==> config.mk <==
export PLATFORM = sky130hd
export DESIGN_NAME = game_flow_controller_flat
export DESIGN_NICKNAME = d
export VERILOG_FILES = /design/src/rtl/game_flow_controller_if.sv /design/src/rtl/game_flow_controller.sv /design/src/flat_wrapper.sv
export SDC_FILE = /design/constraint.sdc
export NUM_CORES = 1
export LEC_CHECK = 0
export CAP_MARGIN = 30
export CORE_ASPECT_RATIO = 1.25
export CORE_MARGIN = 1.5
export CORE_UTILIZATION = 51
export CTS_CLUSTER_SIZE = 30
export DETAILED_ROUTE_END_ITERATION = 16
export PLACE_DENSITY = 0.9
export SLEW_MARGIN = 20
export SYNTH_ARGS = -nofsm -noshare
export SYNTH_HDL_FRONTEND = slang
export SYNTH_SLANG_ARGS = --single-unit
==> constraint.sdc <==
create_clock -name Clk -period 2.24 [get_ports Clk]
set_input_delay 0.224 -clock Clk [delete_from_list [all_inputs] [get_ports Clk]]
set_output_delay 0.224 -clock Clk [all_outputs]
set_load 0.02 [all_outputs]
==> src/rtl/game_flow_controller_if.sv <==
// Game-side signal bundle for game_flow_controller: frame/keyboard/player inputs
// toward the controller and the flow status outputs back to the game modules.
interface game_flow_controller_if;
    logic       frame_clk;
    logic [7:0] keycode;
    logic       is_dead_girl;
    logic       is_diamond_eat;
    logic       at_exit;
    logic [3:0] status;
    logic       game_reset;
    logic       freeze;
    logic [4:0] fade_level;
    logic [3:0] score;
    logic       frame_tick;

    modport master (
        input  frame_clk, keycode, is_dead_girl, is_diamond_eat, at_exit,
        output status, game_reset, freeze, fade_level, score, frame_tick
    );

    modport slave (
        output frame_clk, keycode, is_dead_girl, is_diamond_eat, at_exit,
        input  status, game_reset, freeze, fade_level, score, frame_tick
    );
endinterface

==> src/rtl/game_flow_controller.sv <==
// game_flow_controller: TITLE/PLAY/DYING/GAME_OVER/CLEAR flow, frame tick, score and death fade.
// Optional P-key pause state is built only when GAME_PAUSE_EN is defined.
module game_flow_controller #(
    parameter int FADE_FRAMES       = 32,
    parameter int DIAMONDS_TOTAL    = 1,
    parameter int CLEAR_HOLD_FRAMES = 120
) (
    input  logic                   Clk,
    input  logic                   Reset_n,
    game_flow_controller_if.master gf
);
    localparam logic [7:0] KEY_ENTER = 8'h28;
    localparam logic [7:0] KEY_ESC   = 8'h29;
`ifdef GAME_PAUSE_EN
    localparam logic [7:0] KEY_P     = 8'h13;
`endif
    localparam logic [4:0] FADE_LAST = 5'(FADE_FRAMES - 1);
    localparam logic [7:0] HOLD_LAST = 8'(CLEAR_HOLD_FRAMES - 1);
    localparam logic [3:0] DIAM_NEED = 4'(DIAMONDS_TOTAL);

    typedef enum logic [2:0] {
        S_TITLE = 3'd0,
        S_PLAY  = 3'd1,
        S_DYING = 3'd2,
        S_OVER  = 3'd3,
        S_CLEAR = 3'd4,
        S_PAUSE = 3'd5
    } state_t;

    state_t     state, state_next;
    logic       frame_sync_p0, frame_sync_p1, frame_sync_p2, frame_tick_p3;
    logic [7:0] key_prev;
    logic       diamond_prev;
    logic [4:0] fade_cnt;
    logic [7:0] hold_cnt;
    logic [3:0] score_q;
    logic       game_reset_q;
    logic       restart;
    logic       enter_press, esc_press, diamond_rise, exit_ok;
`ifdef GAME_PAUSE_EN
    logic       pause_press;
`endif

    function automatic logic [3:0] sat_inc4(input logic [3:0] v);
        return (v == 4'hF) ? v : v + 4'd1;
    endfunction

    // p0/p1 synchronize VGA_VS, p2 holds the previous sample, p3 is the registered tick
    always_ff @(posedge Clk or negedge Reset_n) begin
        if (!Reset_n) begin
            frame_sync_p0 <= 1'b0;
            frame_sync_p1 <= 1'b0;
            frame_sync_p2 <= 1'b0;
            frame_tick_p3 <= 1'b0;
        end else begin
            frame_sync_p0 <= gf.frame_clk;
            frame_sync_p1 <= frame_sync_p0;
            frame_sync_p2 <= frame_sync_p1;
            frame_tick_p3 <= frame_sync_p1 & ~frame_sync_p2;
        end
    end

    assign enter_press  = (gf.keycode == KEY_ENTER) && (key_prev != KEY_ENTER);
    assign esc_press    = (gf.keycode == KEY_ESC) && (key_prev != KEY_ESC);
`ifdef GAME_PAUSE_EN
    assign pause_press  = (gf.keycode == KEY_P) && (key_prev != KEY_P);
`endif
    assign diamond_rise = gf.is_diamond_eat & ~diamond_prev;
    assign exit_ok      = gf.at_exit && (score_q >= DIAM_NEED);

    always_ff @(posedge Clk or negedge Reset_n) begin
        if (!Reset_n) begin
            state <= S_TITLE;
        end else begin
            state <= state_next;
        end
    end

    always_comb begin
        state_next = state;
        restart    = 1'b0;
        case (state)
            S_TITLE: begin
                if (enter_press) begin
                    state_next = S_PLAY;
                    restart    = 1'b1;
                end
            end
            S_PLAY: begin
                // death outranks a simultaneous exit
                if (frame_tick_p3 && gf.is_dead_girl) begin
                    state_next = S_DYING;
                end else if (frame_tick_p3 && exit_ok) begin
                    state_next = S_CLEAR;
`ifdef GAME_PAUSE_EN
                end else if (pause_press) begin
                    state_next = S_PAUSE;
`endif
                end
            end
            S_DYING: begin
                if (frame_tick_p3 && (fade_cnt == FADE_LAST)) begin
                    state_next = S_OVER;
                end
            end
            S_OVER: begin
                if (enter_press) begin
                    state_next = S_PLAY;
                    restart    = 1'b1;
                end else if (esc_press) begin
                    state_next = S_TITLE;
                end
            end
            S_CLEAR: begin
                if (enter_press || (frame_tick_p3 && (hold_cnt == HOLD_LAST))) begin
                    state_next = S_TITLE;
                end
            end
`ifdef GAME_PAUSE_EN
            S_PAUSE: begin
                if (pause_press) begin
                    state_next = S_PLAY;
                end
            end
`endif
            default: state_next = S_TITLE;
        endcase
    end

    always_comb begin
        gf.status     = {1'b0, state};
        gf.freeze     = (state != S_PLAY);
        gf.fade_level = ((state == S_DYING) || (state == S_OVER)) ? fade_cnt : 5'd0;
    end

    always_ff @(posedge Clk or negedge Reset_n) begin
        if (!Reset_n) begin
            key_prev     <= 8'h00;
            diamond_prev <= 1'b0;
            game_reset_q <= 1'b0;
            score_q      <= 4'd0;
            fade_cnt     <= 5'd0;
            hold_cnt     <= 8'd0;
        end else begin
            key_prev     <= gf.keycode;
            diamond_prev <= gf.is_diamond_eat;
            game_reset_q <= restart;

            if (restart) begin
                score_q <= 4'd0;
            end else if ((state == S_PLAY) && diamond_rise) begin
                score_q <= sat_inc4(score_q);
            end

            if ((state == S_PLAY) && (state_next == S_DYING)) begin
                fade_cnt <= 5'd0;
            end else if ((state == S_DYING) && frame_tick_p3 && (fade_cnt != FADE_LAST)) begin
                fade_cnt <= fade_cnt + 5'd1;
            end

            if ((state == S_PLAY) && (state_next == S_CLEAR)) begin
                hold_cnt <= 8'd0;
            end else if ((state == S_CLEAR) && frame_tick_p3) begin
                hold_cnt <= hold_cnt + 8'd1;
            end
        end
    end

    assign gf.game_reset = game_reset_q;
    assign gf.score      = score_q;
    assign gf.frame_tick = frame_tick_p3;
endmodule

==> src/flat_wrapper.sv <==
// flat-port wrapper written by rule: the top's interface ports become plain ports
module game_flow_controller_flat 
#(
    parameter int FADE_FRAMES       = 32,
    parameter int DIAMONDS_TOTAL    = 1,
    parameter int CLEAR_HOLD_FRAMES = 120
)
  (Clk, Reset_n, gf_frame_clk, gf_keycode, gf_is_dead_girl, gf_is_diamond_eat, gf_at_exit, gf_status, gf_game_reset, gf_freeze, gf_fade_level, gf_score, gf_frame_tick);
  game_flow_controller_if gf_i ();
  input  logic Clk;
  input  logic Reset_n;
  input wire logic [$bits(gf_i.frame_clk)-1:0] gf_frame_clk;
  input wire logic [$bits(gf_i.keycode)-1:0] gf_keycode;
  input wire logic [$bits(gf_i.is_dead_girl)-1:0] gf_is_dead_girl;
  input wire logic [$bits(gf_i.is_diamond_eat)-1:0] gf_is_diamond_eat;
  input wire logic [$bits(gf_i.at_exit)-1:0] gf_at_exit;
  output wire logic [$bits(gf_i.status)-1:0] gf_status;
  output wire logic [$bits(gf_i.game_reset)-1:0] gf_game_reset;
  output wire logic [$bits(gf_i.freeze)-1:0] gf_freeze;
  output wire logic [$bits(gf_i.fade_level)-1:0] gf_fade_level;
  output wire logic [$bits(gf_i.score)-1:0] gf_score;
  output wire logic [$bits(gf_i.frame_tick)-1:0] gf_frame_tick;
  assign gf_i.frame_clk = gf_frame_clk;
  assign gf_i.keycode = gf_keycode;
  assign gf_i.is_dead_girl = gf_is_dead_girl;
  assign gf_i.is_diamond_eat = gf_is_diamond_eat;
  assign gf_i.at_exit = gf_at_exit;
  assign gf_status = gf_i.status;
  assign gf_game_reset = gf_i.game_reset;
  assign gf_freeze = gf_i.freeze;
  assign gf_fade_level = gf_i.fade_level;
  assign gf_score = gf_i.score;
  assign gf_frame_tick = gf_i.frame_tick;
  game_flow_controller #(.FADE_FRAMES(FADE_FRAMES), .DIAMONDS_TOTAL(DIAMONDS_TOTAL), .CLEAR_HOLD_FRAMES(CLEAR_HOLD_FRAMES)) u_core (.Clk(Clk), .Reset_n(Reset_n), .gf(gf_i));
endmodule
After elaboration in Yosys (flattened, before gate mapping)
Cells that the tools add are included.

Reduce and logical (&&, ||, !) cells: 21. Equality and inequality tests: 16. Div/mod/pow operators: 0. Magnitude comparators: 1. Bitwise operators: 4. Mux-type cells: 18. Shift operators: 0. $mul: 0. $add $sub $neg: 3.

Operator list (number): $mux W3 (7); $eq A8 B6 Y1 const B (2); $mux W8 (2); $ne A8 B6 Y1 const B (2); $mux W5 (3); $pmux W3 S5 (1); $logic_and A1 B1 Y1 (13); $mux W4 (3); $eq A3 B2 Y1 const B (3); $add A8 B1 Y8 const B (1); $eq A8 B7 Y1 const B (1); $eq A3 B3 Y1 const B (2); $reduce_bool A2 Y1 (3); $add A5 B1 Y5 const B (1); $eq A5 B5 Y1 const B (1); $ne A5 B5 Y1 const B (1); $add A4 B1 Y4 const B (1); $eq A4 B4 Y1 const B (1); $ge A4 B1 Y1 const B (1); $eq A3 B1 Y1 const B (1); $logic_not A3 Y1 (1); $ne A3 B1 Y1 const B (1); $and A1 B1 Y1 (2); $logic_or A1 B1 Y1 (2); other kinds (5) (7).

Bits in registers: 34. Latch bits: 0. Memory bits (read-only): 0. Output and inout port bits: 16. Memories: 0. Input bits: 14. Bits in writable memories: 0. Logic and storage cells: 74.

Logic depth before layout (Yosys ltp)
Gate-level depths: netlist of run 1.

Word-level depth: 9. Gate-level depth with buffers: 6. Gate-level depth less buffers: 6.

Least setup slack after synthesis of run 1
OpenSTA, ideal clock, no wires.

Path kind: reg-to-reg. From: register u_core.score_q[1] (netlist: u_core.gf.score[1]). To: register u_core.state[2]. Buffers on the path: 0. Library setup time: 0.120 ns. Data arrival time: 1.589 ns. Path slack: 0.532 ns. Data required time: 2.120 ns. Stages on the path, launching flop included: 7. Clock period less this slack: 1.708 ns. Cell sequence: dfrtp_1 inv_1 ha_1 or4b_1 nand3_1 nor2_1 a31o_1.

Longest elaborated chain between the ends: 6.

Ends and longest elaborated chain: from (decl) (RTL line game_flow_controller.sv:36) `logic [3:0] score_q;`; from (signal assigned) (RTL line game_flow_controller.sv:152) `score_q <= sat_inc4(score_q);`; $ge A4 B1 Y1 (RTL line game_flow_controller.sv:69) `assign exit_ok = gf.at_exit && (score_q >= DIAM_NEED);`; $logic_and A1 B1 Y1 (RTL line game_flow_controller.sv:69); $logic_and A1 B1 Y1 (RTL line game_flow_controller.sv:93) `end else if (frame_tick_p3 && exit_ok) begin`; $mux W3 (RTL line game_flow_controller.sv:93); $mux W3 (RTL line game_flow_controller.sv:91) `if (frame_tick_p3 && gf.is_dead_girl) begin`; $pmux W3 S5 (RTL line game_flow_controller.sv:82) `case (state)`; net u_core.state_next[2] (RTL line game_flow_controller.sv:30) `state_t state, state_next;`; to (signal assigned) (RTL line game_flow_controller.sv:75) `state <= state_next;`; to (decl) (RTL line game_flow_controller.sv:30).

The timed path passes the listed nets, and every way through them passes these cells. A chain may end at the register's enable or synchronous reset.

Worst setup path in the final report of run 1
From: register u_core.state[0]. To: output gf_freeze.

Longest elaborated chain between the ends: 1.

Ends and longest elaborated chain: $ne A3 B1 Y1 (RTL line game_flow_controller.sv:132) `gf.freeze = (state != S_PLAY);`; to (decl) (RTL line flat_wrapper.sv:19) `output wire logic [$bits(gf_i.freeze)-1:0] gf_freeze;`.

Every way passes these cells.

==> results of run 1 <==
==> worst paths after layout <==
path | to | start | slack (ns)
max in group asynchronous | u_core.state[1]$_DFF_PN0_ | Reset_n | 1.62
min | u_core.key_prev[5]$_DFF_PN0_ | Reset_n | 0.30
max reg2reg | u_core.fade_cnt[1]$_DFFE_PN0P_ | u_core.state[2]$_DFF_PN0_ | 0.41
min in group Clk | u_core.frame_sync_p0$_DFF_PN0_ | gf_frame_clk | 0.35
min reg2reg | u_core.frame_sync_p1$_DFF_PN0_ | u_core.frame_sync_p0$_DFF_PN0_ | 0.36
max | gf_freeze | u_core.state[0]$_DFF_PN0_ | 0.14
==> per-stage QoR <==
stage,hold slack (ns),instances
after floorplan,-0.0716,141
after global placement,0.343,205
after detailed placement,0.339,205
after CTS,0.295,211
after global routing,0.325,211
final,0.296,211
==> state kept, by name, indices dropped and copies added (netlist names) <==
name	count
u_core.gf.score	4
u_core.hold_cnt	8
u_core.gf.game_reset	1
u_core.diamond_prev	1
u_core.frame_sync_p0	1
u_core.frame_sync_p1	1
u_core.state	3
u_core.gf.frame_tick	1
u_core.frame_sync_p2	1
u_core.fade_cnt	5
u_core.key_prev	8
==> what timing repair did <==
action / 4_1_cts / 5_1_grt
resized for setup: 1 / 2
hold buffers: 0 / 0
hold endpoints to repair: 0 / 0
setup endpoints to repair: 1 / 6
==> Yosys cell counts, types with 2 or more instances <==
cell                       number  area, µm²
sky130_fd_sc_hd__a31o_1         2       17.5
sky130_fd_sc_hd__nor4bb_1       2       20.0
sky130_fd_sc_hd__inv_1          2       7.51
sky130_fd_sc_hd__xor2_1         8       70.1
sky130_fd_sc_hd__mux2i_1        5       50.1
sky130_fd_sc_hd__dfrtp_1       34        851
sky130_fd_sc_hd__nand4_1        6       37.5
sky130_fd_sc_hd__nor2b_1        4       25.0
sky130_fd_sc_hd__nand3_1        8       40.0
sky130_fd_sc_hd__or4b_1         3       30.0
sky130_fd_sc_hd__nor3b_1        3       22.5
sky130_fd_sc_hd__xnor2_1        5       43.8
sky130_fd_sc_hd__nor2_1        20       75.1
sky130_fd_sc_hd__nor4b_1        3       26.3
sky130_fd_sc_hd__and2_1         5       31.3
sky130_fd_sc_hd__and3_1         5       31.3
sky130_fd_sc_hd__nand2_1        6       22.5
sky130_fd_sc_hd__ha_1           6       75.1
==> cell type report <==
cell class / count / area share [%]
inverter: 3 / 0.572
clock buffer: 6 / 2.61
tap: 36 / 2.29
timing repair buffer: 30 / 15.0
multi-input combinational: 102 / 36.2
sequential: 34 / 43.3
==> cell families (layout without fill, tap and decap cells) <==
logic type | count (synthesis) | in the layout | share of synthesized area, %
multiplexers | 5 | 5 | 3.17
other | 1 | 1 | 0.238
flip-flops | 34 | 34 | 53.9
AO/OA/AOI/OAI | 7 | 7 | 3.57
XOR/XNOR | 13 | 13 | 7.22
AND/OR/NAND/NOR | 70 | 70 | 25.7
buffers and inverters | 5 | 39 | 1.43
adder cells (fa/ha/maj) | 6 | 6 | 4.76
==> per-layer routing <==
layer	vias up	routed length, µm	GRT usage [%]
li1	561	-	-
met1	587	1340	24.3
met2	29	1720	36.4
met3	0	151	5.23
met4	0	0	6.73
met5	-	0	0
==> report_power, final <==
part | switching (mW) | leakage (nW) | total, mW | internal, mW
Combinational | 0.397 | 0.389 | 0.809 | 0.412
Clock | 0.178 | 0.0302 | 0.319 | 0.141
Sequential | 0.212 | 0.401 | 1.00 | 0.789
Total | 0.787 | 0.820 | 2.13 | 1.34
==> impl_metrics.tcl, run 1 <==
set metrics [dict create \
    outcome "complete, no violations" \
    most_common_cell_after_layout_fill_and_taps_aside "sky130_fd_sc_hd__dfrtp_1" \
    root_buffer "sky130_fd_sc_hd__clkbuf_4" \
    floorplan.initialDensity_pct 53.6 \
    dieHeight_um 65.2 \
    die_w_um 52.8 \
    timing.max_slew.rel_slack_pct 59.5 \
    power.density_cell_area_mw_per_mm2 1080 \
    dpl-instance-area_mm2 0.00191 \
    pre_cts_ws_ns 0.0906 \
    synthArstFlopShare_pct 100 \
    synth.ff_latch_count 34 \
    endpoint_kind "output port" \
    insertedDiodeCount 0 \
    insertion_delay_ns 0.32 \
    register_area_um2 852 \
    critPathSlowestCell "sky130_fd_sc_hd__clkdlybuf4s50_1" \
    layout-area-overhead-vs-synth_pct 24.7 \
    critical_path_cell_by_cell "nor3b_4 -> inv_2 -> clkdlybuf4s50_1" \
    crit_buf_inv 2 \
    fin_worst_skew_ns 0.00883 \
    first_global_vias 1166 \
    grt_start_max_net_pins 35 \
    stdcell_area_mm2 0.00197 \
    synth-seq-area-share_pct 53.9 \
    placement.io_buffers 28 \
    drcViolationCount 0 \
    mostFrequentLayoutCells "sky130_fd_sc_hd__dfrtp_1 (33), sky130_fd_sc_hd__clkdlybuf4s50_1 (28), sky130_fd_sc_hd__nor2_1 (20), sky130_fd_sc_hd__nand3_1 (8), sky130_fd_sc_hd__xor2_1 (8)" \
    cpLargestDelayFamily "buffers and inverters" \
    number_of_enable_type_register_cells_in_the_synthesized_netlist 0 \
    report.final.setup_viol 0 \
    yosys.cell_types.count 32 \
    critPathMaxFanout 9 \
    hpwlAfterDp_um 2410 \
    syn_avg_cell_area_um2 11.2 \
    cts_tree "built" \
    ir_drop_uv 851 \
    core_area_mm2 0.00295 \
    grt.total_usage_pct 20.8 \
    wire_per_inst_um 15.3 \
    rsz_0062_raised_after_global_routing "false" \
    synthesis.instances 141 \
    mappedNetlistArea_mm2 0.00158 \
    yosys_most_used_dff "sky130_fd_sc_hd__dfrtp_1" \
    final_critical_delay_including_setup_and_external_delays_ns 2.10 \
    htree_levels 2 \
    clockBufferDepth 2 \
    hp_class "primary input to async pin" \
    path_class "register to output port" \
    synthesis.yosys.warnings 0 \
    worstSetupStartpointType "register" \
    routed_via_density 5.58 \
    firstDrtPassIters 4 \
    finalPower_mw 2.13 \
    final_core_utilization_pct 66.8 \
    proportion_of_layout_cells_with_a_drive_suffix_above_1_pct 7.43 \
    routabilityCongestion 0.777 \
    setup_slack_ns 0.136 \
    fmaxAchievable_mhz 475 \
    clk_transition_reported_paths_ns 0.09 \
    multi_input_area_um2 713 \
    num-nets-final 196 \
    number_of_antenna_violations_at_the_first_check_in_global_routing 0 \
    postSynthNetCount 161 \
    finalHoldViolations 0 \
    clock-sinks 34 \
    drtAntennaViolNets 0 \
    setup_tns_ns 0 \
    worst-slew-pin-transition_ns 0.605 \
    dieArea_mm2 0.00344 \
    routed_via_count 1177 \
    wirelength_um 3220 \
    io-pin-count 30 \
    cp_data_required_time_ns 2.02 \
    final_max_slew_viol_count 0 \
    global_route_wire_length_before_repair_um 5260 \
    core.rowCount 22 \
    tritoncts.num_buffers 5 \
    cp_num_cells 3 \
    drt-initial-drc-count 18 \
    globalRoute.totalOverflow 0 \
    worstRegToRegCells 4 \
    critical_path_arrival_ns 1.88 \
    max_cap_violations 0 \
    total_leakage_power_nw 0.820 \
    postCtsSetupRepairBufs 0 \
    fin_crit_sh_pct 93.9 \
    filler_cell_count 231 \
    cp_slowest_stage_delay_ns 0.55 \
]
Power figures use the tool's default switching activity.
==> inputs of run 2 (changes only) <==
CORE_MARGIN = 4   (was 1.5)
==> run 2 against run 1 <==
Combinational power rose by 5.2%. Cell count grew 0.95%. Clock skew is 0.011 ns higher. Design area is essentially flat. Fmax fell by 0.18%. Critical path depth grew 1. Critical endpoint unchanged.
==> impl_metrics.tcl, run 2 (synthesized netlist as in run 1, its figures left out) <==
set metrics [dict create \
    mostFrequentLayoutCells "sky130_fd_sc_hd__dfrtp_1 (34), sky130_fd_sc_hd__clkdlybuf4s50_1 (28), sky130_fd_sc_hd__nor2_1 (20), sky130_fd_sc_hd__nand3_1 (8), sky130_fd_sc_hd__xor2_1 (8)" \
    total_leakage_power_nw 0.832 \
    worst_r2r_start "u_core.state[2]$_DFF_PN0_" \
    fin_worst_skew_ns 0.0195 \
    clockBufferDepth 2 \
    final_max_slew_viol_count 0 \
    firstDrtPassIters 4 \
    finalHoldViolations 0 \
    hpwlAfterDp_um 2500 \
    placement.io_buffers 28 \
    postCtsSetupRepairBufs 0 \
    hp_class "primary input to async pin" \
    worstRegToRegCells 4 \
    routed_via_density 5.67 \
    insertion_delay_ns 0.35 \
    setup_tns_ns 0 \
    switching_share_pct 38.4 \
    power.density_cell_area_mw_per_mm2 1100 \
    core.rowCount 22 \
    io-pin-count 30 \
    path_class "register to output port" \
    num-nets-final 197 \
    max_cap_violations 0 \
    ir_drop_uv 622 \
    switching_power_mw 0.834 \
    clock_power_share_pct 14.4 \
    report.final.setup_viol 0 \
    fmaxAchievable_mhz 474 \
    routed_via_count 1208 \
    post_cts.resized_instances 1 \
    wirelength_um 3290 \
    critPathSlowestCell "sky130_fd_sc_hd__clkdlybuf4s50_1" \
    pre_cts_ws_ns 0.114 \
    critical_path_cell_by_cell "nor3b_2 -> buf_4 -> inv_2 -> clkdlybuf4s50_1" \
    cpLargestDelayFamily "buffers and inverters" \
    grt_start_max_net_pins 35 \
    routabilityCongestion 0.831 \
    layout_top_registers "u_core.hold_cnt: 8 flops, u_core.key_prev: 8 flops, u_core.fade_cnt: 5 flops" \
    global_route_wire_length_before_repair_um 5640 \
    critPathMaxFanout 9 \
    core_area_mm2 0.00295 \
    timing.max_slew.rel_slack_pct 57.6 \
    drtAntennaViolNets 0 \
    insertedDiodeCount 0 \
    most_common_cell_after_layout_fill_and_taps_aside "sky130_fd_sc_hd__dfrtp_1" \
    rsz_0062_raised_after_global_routing "false" \
    final_critical_delay_including_setup_and_external_delays_ns 2.11 \
    tritoncts.num_buffers 5 \
    globalRoute.totalOverflow 0 \
    dieHeight_um 70.2 \
    proportion_of_layout_cells_with_a_drive_suffix_above_1_pct 7.91 \
    layout-area-overhead-vs-synth_pct 24.8 \
    crit_buf_inv 3 \
    cp_slowest_stage_delay_ns 0.61 \
    outcome "complete, no violations" \
    cp_data_required_time_ns 2.02 \
    first_global_vias 1266 \
    clk_transition_reported_paths_ns 0.11 \
    grt.total_usage_pct 17.8 \
    reg2reg_to "u_core.fade_cnt[1]$_DFFE_PN0P_" \
    fin_crit_sh_pct 94.1 \
    htree_levels 2 \
    die_w_um 57.8 \
    worst-slew-pin-transition_ns 0.634 \
    postCtsHoldBufs 0 \
    wire_per_inst_um 15.4 \
    root_buffer "sky130_fd_sc_hd__clkbuf_4" \
    setup.reg_to_reg.worst_slack_ns 0.31 \
    critical_path_arrival_ns 1.88 \
    dieArea_mm2 0.00405 \
    endpoint_kind "output port" \
    worstSetupStartpointType "register" \
    drt-initial-drc-count 37 \
    setup_slack_ns 0.132 \
    number_of_antenna_violations_at_the_first_check_in_global_routing 0 \
    cts_tree "built" \
    seq_power_share_pct 46.4 \
    power.internal_mw 1.33 \
    drcViolationCount 0 \
    clock-sinks 34 \
    share_comb_of_total_power_pct 39.2 \
    floorplan.initialDensity_pct 53.6 \
]
-- run 2: cell types whose count changed in the layout (fill, tap and decap cells not counted) --
cell | before | now
sky130_fd_sc_hd__clkinv_2 | 0 | 2
sky130_fd_sc_hd__buf_4 | 2 | 3
sky130_fd_sc_hd__clkbuf_8 | 1 | 0
sky130_fd_sc_hd__dfrtp_1 | 33 | 34
sky130_fd_sc_hd__dfrtp_2 | 1 | 0
sky130_fd_sc_hd__nor2b_2 | 1 | 0
sky130_fd_sc_hd__nor2b_4 | 0 | 1
sky130_fd_sc_hd__nor3b_2 | 0 | 1
sky130_fd_sc_hd__nor3b_4 | 1 | 0
-- run 2: power by group through the flow --
stage | logic (mW) | clock network, mW | registers [mW]
6_report | 0.851 | 0.312 | 1.01
3_3_place_gp | 0.801 | 0 | 0.993
3_5_place_dp | 0.849 | 0 | 1.01
4_1_cts | 0.856 | 0.323 | 1.00
5_1_grt | 0.940 | 0.356 | 1.03
2_1_floorplan | 0.455 | 0 | 1.01
-- run 2: cell type report --
| class | instances | area [µm²] |
|---|---|---|
| flip-flops and latches | 34 | 851 |
| repair buffers | 31 | 303 |
| well taps | 36 | 45.0 |
| fillers | 224 | 976 |
| multi-input cells | 102 | 712 |
| inverters | 3 | 11.3 |
| clock buffers | 5 | 37.5 |
| clock inverters | 2 | 10.0 |
-- run 2: worst max path at each step --
stage                                         from                   endpoint  depth (start not counted)
finish                   u_core.state[0]$_DFF_PN0_                  gf_freeze                          4
global route             u_core.state[1]$_DFF_PN0_           gf_fade_level[0]                          3
CTS                      u_core.state[1]$_DFF_PN0_           gf_fade_level[0]                          3
detailed placement                   gf_keycode[0]  u_core.state[0]$_DFF_PN0_                          5
global placement                     gf_keycode[0]  u_core.state[0]$_DFF_PN0_                          5
floorplan           u_core.gf.score[1]$_DFFE_PN0P_  u_core.state[2]$_DFF_PN0_                          6
-- run 2: through the flow --
stage	instances	hold slack [ns]	instance area, µm²	power [mW]	utilization (%)
3_3_place_gp	206	0.344	1910	1.79	65.0
2_1_floorplan	141	-0.0716	1580	1.46	-
4_1_cts	213	0.279	1960	2.18	66.7
3_5_place_dp	206	0.348	1910	1.86	65.0
6_report	213	0.272	1970	2.17	66.9
5_1_grt	213	0.296	1970	2.33	66.9
-- run 2: metal layers --
layer	vias to the layer above	track usage (%)	wire, µm
met4	0	5.93	46
met2	32	30.9	1750
met1	603	20.1	1290
li1	567	-	-
met5	-	0	0
met3	6	5.91	200
